--- src/rtl/ber_window_mon.sv ---
// Windowed BER monitor over a lane's free-running error/word counters; optional stall timeout via BER_WIN_TIMEOUT_EN.
// Result registered 1 cycle after window close; an unaccepted result is overwritten and flagged in OVF.
module ber_window_mon #(
    parameter int WIN_BW   = 32,
    parameter int CLR_CYC  = 4,
    parameter int SETL_CYC = 8,
    parameter int TO_BW    = 20
) (
    input  logic              i_clk,
    input  logic              i_rst,
    input  logic              i_start,
    input  logic              i_stop,
    input  logic [WIN_BW-1:0] i_win_len,
    input  logic [31:0]       i_err_th,
    input  logic [63:0]       i_err_cnt,
    input  logic [57:0]       i_recv_cnt,
    output logic              o_clr_out,
    output logic              o_busy,
    output logic              o_res_valid,
    input  logic              i_res_ready,
    output logic [63:0]       o_res_err,
    output logic [57:0]       o_res_recv,
    output logic [15:0]       o_res_idx,
    output logic              o_res_stall,
    output logic              o_ovf,
    output logic              o_alarm
);

    typedef enum logic [2:0] {
        S_IDLE,
        S_CLEAR,
        S_SETTLE,
        S_BASE,
        S_RUN
    } state_t;

    localparam logic [7:0] CLR_LAST  = 8'(CLR_CYC - 1);
    localparam logic [7:0] SETL_LAST = 8'(SETL_CYC - 1);

    state_t              r_state;
    state_t              w_state_nxt;
    logic [7:0]          r_cnt;
    logic [WIN_BW-1:0]   r_win_len;
    logic [31:0]         r_err_th;
    logic [63:0]         r_base_err;
    logic [57:0]         r_base_recv;
    logic [15:0]         r_idx;
    logic                r_stop_pend;
    logic                r_res_vld;
    logic [63:0]         r_res_err;
    logic [57:0]         r_res_recv;
    logic [15:0]         r_res_idx;
    logic                r_res_stall;
    logic                r_ovf;
    logic                r_alarm;

    logic [57:0]         w_d_recv;
    logic [63:0]         w_d_err;
    logic                w_len_hit;
    logic                w_to_hit;
    logic                w_close;
    logic                w_clr;
    logic                w_busy;

    // Modular subtraction makes counter wrap transparent.
    assign w_d_recv  = i_recv_cnt - r_base_recv;
    assign w_d_err   = i_err_cnt - r_base_err;
    assign w_len_hit = ({6'b0, w_d_recv} >= 64'(r_win_len));
    assign w_close   = (r_state == S_RUN) && (w_len_hit || w_to_hit);

`ifdef BER_WIN_TIMEOUT_EN
    logic [TO_BW-1:0] r_to_cnt;
    logic [57:0]      r_prev_recv;
    logic             w_recv_same;

    assign w_recv_same = (i_recv_cnt == r_prev_recv);
    assign w_to_hit    = (r_state == S_RUN) && w_recv_same && (r_to_cnt == '1);

    always_ff @(posedge i_clk) begin
        if (i_rst) begin
            r_to_cnt    <= '0;
            r_prev_recv <= '0;
        end else begin
            r_prev_recv <= i_recv_cnt;
            if ((r_state != S_RUN) || w_close || !w_recv_same || i_start)
                r_to_cnt <= '0;
            else
                r_to_cnt <= r_to_cnt + 1'b1;
        end
    end
`else
    assign w_to_hit = 1'b0 & (TO_BW == 0);
`endif

    always_comb begin
        w_state_nxt = r_state;
        w_clr       = 1'b0;
        w_busy      = (r_state != S_IDLE);
        if (i_start) begin
            w_state_nxt = S_CLEAR;
        end else begin
            case (r_state)
                S_IDLE:   w_state_nxt = S_IDLE;
                S_CLEAR:  if (r_cnt == CLR_LAST)  w_state_nxt = S_SETTLE;
                S_SETTLE: if (r_cnt == SETL_LAST) w_state_nxt = S_BASE;
                S_BASE:   w_state_nxt = S_RUN;
                S_RUN:    if (w_close && (r_stop_pend || i_stop)) w_state_nxt = S_IDLE;
                default:  w_state_nxt = S_IDLE;
            endcase
        end
        if (r_state == S_CLEAR) w_clr = 1'b1;
    end

    always_ff @(posedge i_clk) begin
        if (i_rst) begin
            r_state     <= S_IDLE;
            r_cnt       <= '0;
            r_win_len   <= '0;
            r_err_th    <= '0;
            r_base_err  <= '0;
            r_base_recv <= '0;
            r_idx       <= '0;
            r_stop_pend <= 1'b0;
            r_res_vld   <= 1'b0;
            r_res_err   <= '0;
            r_res_recv  <= '0;
            r_res_idx   <= '0;
            r_res_stall <= 1'b0;
            r_ovf       <= 1'b0;
            r_alarm     <= 1'b0;
        end else begin
            r_state <= w_state_nxt;
            r_cnt   <= (i_start || (w_state_nxt != r_state)) ? '0 : r_cnt + 8'd1;
            if (i_start) begin
                r_win_len   <= (i_win_len == '0) ? {{(WIN_BW-1){1'b0}}, 1'b1} : i_win_len;
                r_err_th    <= i_err_th;
                r_stop_pend <= 1'b0;
                r_alarm     <= 1'b0;
                r_ovf       <= 1'b0;
                r_res_vld   <= 1'b0;
                r_idx       <= '0;
            end else begin
                if (r_res_vld && i_res_ready)
                    r_res_vld <= 1'b0;
                if (r_state == S_BASE) begin
                    r_base_err  <= i_err_cnt;
                    r_base_recv <= i_recv_cnt;
                    r_idx       <= '0;
                end
                if (r_state == S_RUN) begin
                    if (w_close && (r_stop_pend || i_stop))
                        r_stop_pend <= 1'b0;
                    else if (i_stop)
                        r_stop_pend <= 1'b1;
                end
                // Bases reload with this cycle's counts so the next window starts exactly where this one ended.
                if (w_close) begin
                    r_res_err   <= w_d_err;
                    r_res_recv  <= w_d_recv;
                    r_res_idx   <= r_idx;
                    r_res_stall <= w_to_hit && !w_len_hit;
                    r_res_vld   <= 1'b1;
                    r_base_err  <= i_err_cnt;
                    r_base_recv <= i_recv_cnt;
                    r_idx       <= r_idx + 16'd1;
                    if (r_res_vld && !i_res_ready)
                        r_ovf <= 1'b1;
                    if (w_d_err > {32'b0, r_err_th})
                        r_alarm <= 1'b1;
                end
            end
        end
    end

    assign o_clr_out   = w_clr;
    assign o_busy      = w_busy;
    assign o_res_valid = r_res_vld;
    assign o_res_err   = r_res_err;
    assign o_res_recv  = r_res_recv;
    assign o_res_idx   = r_res_idx;
    assign o_res_stall = r_res_stall;
    assign o_ovf       = r_ovf;
    assign o_alarm     = r_alarm;

endmodule
--- config.mk ---
export PLATFORM = sky130hd
export DESIGN_NAME = ber_window_mon
export DESIGN_NICKNAME = d
export VERILOG_FILES = /design/src/rtl/ber_window_mon.sv
export SDC_FILE = /design/constraint.sdc
export NUM_CORES = 1
export LEC_CHECK = 0
export CAP_MARGIN = 40
export CORE_AREA = 2 2 272 140
export CTS_BUF_LIST = sky130_fd_sc_hd__clkbuf_16
export DETAILED_ROUTE_END_ITERATION = 16
export DIE_AREA = 0 0 274 142
export DONT_BUFFER_PORTS = 1
export PLACE_DENSITY = 0.8
export RECOVER_POWER = 50
export SLEW_MARGIN = 10
export SYNTH_ARGS = -nofsm -noshare
export SYNTH_HDL_FRONTEND = slang
export SYNTH_SLANG_ARGS = --single-unit
--- constraint.sdc ---
create_clock -name i_clk -period 7.85 [get_ports i_clk]
set_clock_uncertainty 0.2 [all_clocks]
set_input_delay 0.785 -clock i_clk [delete_from_list [all_inputs] [get_ports i_clk]]
set_output_delay 0.785 -clock i_clk [all_outputs]
set_load 0.005 [all_outputs]
==> impl_metrics.py <==
metrics = {
    "status": {
        "status": "complete, but fails checks",
        "violations": "max-capacitance violations, max-slew violations",
    },
    "sta": {
        "period_minus_slack_ns": 7.32,
        "rsz0062_at_grt": "no",
        "slew-limit-headroom_pct": -60.2,
        "timing.fmax_mhz": 137,
        "drv_slew": 47,
        "fin_setup_tns_ns": 0,
        "fin_crit_sh_pct": 93.2,
        "worstMarginPinSlew_ns": 2.40,
        "setup_viol": 0,
        "worst_slack_ns": 0.533,
        "hold_viol_final": 0,
    },
    "routing": {
        "drtIter0Drc": 3161,
        "via_per_inst": 6.67,
        "drcViolationCount": 0,
        "wl_mm": 83.6,
        "ant_nets": 0,
        "wire_per_inst_um": 24.1,
        "via_count": 23100,
        "first_pass_iters": 7,
    },
    "die": {
        "die_y_um": 142,
        "ioPinCount": 335,
        "core_sq_um": 36700,
        "rows": 50,
        "die_w_um": 274,
        "die_area_sq_um": 38900,
        "initial_utilization_pct": 63.7,
    },
    "global_route": {
        "grt_max_degree": 295,
        "grt_pass1_vias": 20900,
        "grtUsageTotal_pct": 41.4,
        "grt_first_pass_wirelength_mm": 124,
        "grt_overflow": 0,
        "antenna_found_initial": 1,
    },
    "clocking": {
        "insertion_delay_ns": 0.56,
        "cts_max_path_buffers": 3,
        "cts_tree": "yes",
        "cts_buffers": 34,
        "ctsHoldBuffers": 0,
        "cts.reportedPaths.clkPinSlew_ns": 0.07,
        "htreeDepth": 2,
        "root_buffer": "clkbuf_16",
        "post_cts_buffers": 0,
        "post_cts_resized": 0,
        "cts_sinks": 355,
    },
    "logic_synthesis": {
        "async_flop_share_pct": 0,
        "synth.area.top_cells": "dfxtp_1 30%, ha_1 10%, mux2i_1 7.0%",
        "synth.yosys.seq_area_share_pct": 30.4,
        "syn_nets": 3417,
        "avgSynthCellArea_sq_um": 7.69,
        "synth_seq_cells": 355,
        "synth-edff-count": 0,
        "yosys.area.top_type_share_pct": 30.4,
        "synth_top_cell_by_area": "dfxtp_1",
        "synth_cells": 3038,
        "yosys_warnings": 0,
        "synth_area_sq_um": 23400,
        "ys.flop_type": "dfxtp_1",
        "ys_types": 93,
    },
    "setup_path": {
        "cp_cell_sequence": "inv_1 -> ha_1 -> o21ai_0 -> o21ai_0 -> nand4_1 -> nand2_1 -> a21oi_1 -> o21ai_0 -> a21oi_1 -> xnor2_1 -> ha_1 -> nand4_1 -> nor4_1 -> a221o_1 -> nor3_1 -> o21ai_0 -> a2111oi_0 -> nand4_1 -> or3b_1 -> o21ai_4 -> buf_12 -> mux2i_1 -> nor2_1",
        "crit_arrival_ns": 7.54,
        "crit_path_max_incr_delay_ns": 0.56,
        "critPathSlowestCell": "a2111oi_0",
        "crit_required_ns": 8.08,
        "crit_fanout": 32,
        "crit_type": "flop to flop",
        "crit_top_cell": "o21ai_0",
        "crit_path_end_kind": "flop",
        "startpoint_type": "flop",
    },
    "cells_and_area": {
        "layout-drive-gt1-share_pct": 4.28,
        "fill_cells": 3011,
        "diodes": 0,
        "nets": 3323,
        "area_growth_pct": 5.62,
        "mostFrequentLayoutCell": "nand2_1",
        "mostFrequentLayoutCells": "416 x nand2_1, 355 x dfxtp_1, 300 x nor2_1",
    },
    "job": {
        "cap_viol_max_count": 1,
    },
    "placement": {
        "hpwl_mm": 66.2,
        "io_buffers": 0,
        "place_congestion": 1.09,
        "pre_cts_ws_ns": 0.374,
    },
    "power_and_ir_drop": {
        "power_leakage_nw": 9.91,
        "power.density_nw_per_um2": 176,
        "ir_drop_mv": 0.193,
    },
    "worst_hold_path": {
        "min_path_type": "primary input to flop",
    },
}
-- worst max-delay path: cells and delay by family (launching register included) --
family | cells | cell delay (ns)
compound gates | 9 | 2.73
simple gates | 8 | 2.01
fa+ha+maj | 2 | 0.73
xor+xnor | 1 | 0.49
flops | 1 | 0.35
buf+inv | 2 | 0.34
mux | 1 | 0.28
-- area by class of cell --
class | instances | area, sq um | area share [%]
Clock buffer | 34 | 851 | 3.45
Sequential cell | 355 | 7110 | 28.8
Tap cell | 494 | 618 | 2.51
Clock inverter | 24 | 264 | 1.07
Multi-Input combinational cell | 2294 | 14600 | 59.3
Timing Repair Buffer | 32 | 339 | 1.37
Inverter | 227 | 852 | 3.45
-- state kept, by name, indices dropped and copies added, names as in the netlist --
register     flops
o_res_recv      58
r_win_len       32
o_res_err       64
r_stop_pend      1
r_cnt            8
r_base_err      64
r_state          3
r_base_recv     58
o_ovf            1
o_res_valid      1
o_res_idx       16
r_idx           16
r_err_th        32
o_alarm          1
-- layer usage --
| layer | GRT usage, % | vias up | share of wire (%) |
|---|---|---|---|
| met1 | 61.7 | 11000 | 45 |
| li1 | - | 10500 | - |
| met3 | 17.1 | 161 | 15 |
| met4 | 10.7 | 0 | 2.8 |
| met2 | 53.7 | 1429 | 37 |
| met5 | 0 | - | 0 |
-- through the flow --
stage                     util (%)  power [mW]  cells  instance area (sq um)  hold WS [ns]
final                         67.3        4.35   3460                  24700         0.124
after global routing          67.3        4.48   3460                  24700         0.107
after CTS                     67.3        4.31   3458                  24700        0.0994
after detailed placement      64.2        2.60   3400                  23600         0.262
after global placement        64.2        2.58   3394                  23500         0.253
after floorplan                  -        2.40   3038                  23400         0.238
-- report_power, final --
group	switching [mW]	internal [mW]
Clock	0.777	0.961
Combinational	0.509	0.273
Sequential	0.0112	1.82
Total	1.30	3.05
-- cell usage after synthesis, drive strengths merged (55+ instances only) --
cell type  instances
dfxtp            355
ha               186
nand3             57
inv              227
xnor2             59
mux2i            163
a21o              55
nand4             60
nor2             300
nand2            416
a21oi            303
o21ai            171
clkbuf           114
-- cell families (layout without fill, tap and decap cells) --
| group | count (synthesis) | in the layout | share of synthesized area, % |
|---|---|---|---|
| AND/OR/NAND/NOR | 1055 | 1055 | 20.4 |
| AO/OA/AOI/OAI | 782 | 782 | 21.0 |
| buffers and inverters | 389 | 317 | 7.02 |
| flip-flops | 355 | 355 | 30.4 |
| adder cells (fa/ha/maj) | 188 | 188 | 10.1 |
| multiplexers | 165 | 165 | 7.08 |
| XOR/XNOR | 103 | 103 | 3.86 |
| other | 1 | 1 | 0.0161 |
-- worst paths after layout --
kind	from	end	slack (ns)	depth (start not counted)
min	i_rst	o_res_err[39]	0.12	1
max	r_base_recv[4]	r_base_recv[37]	0.53	23
max reg2reg	r_base_recv[4]	r_base_recv[37]	0.53	23
min reg2reg	o_res_recv[11]	o_res_recv[11]	0.27	2
Power figures use the tool's default switching activity.
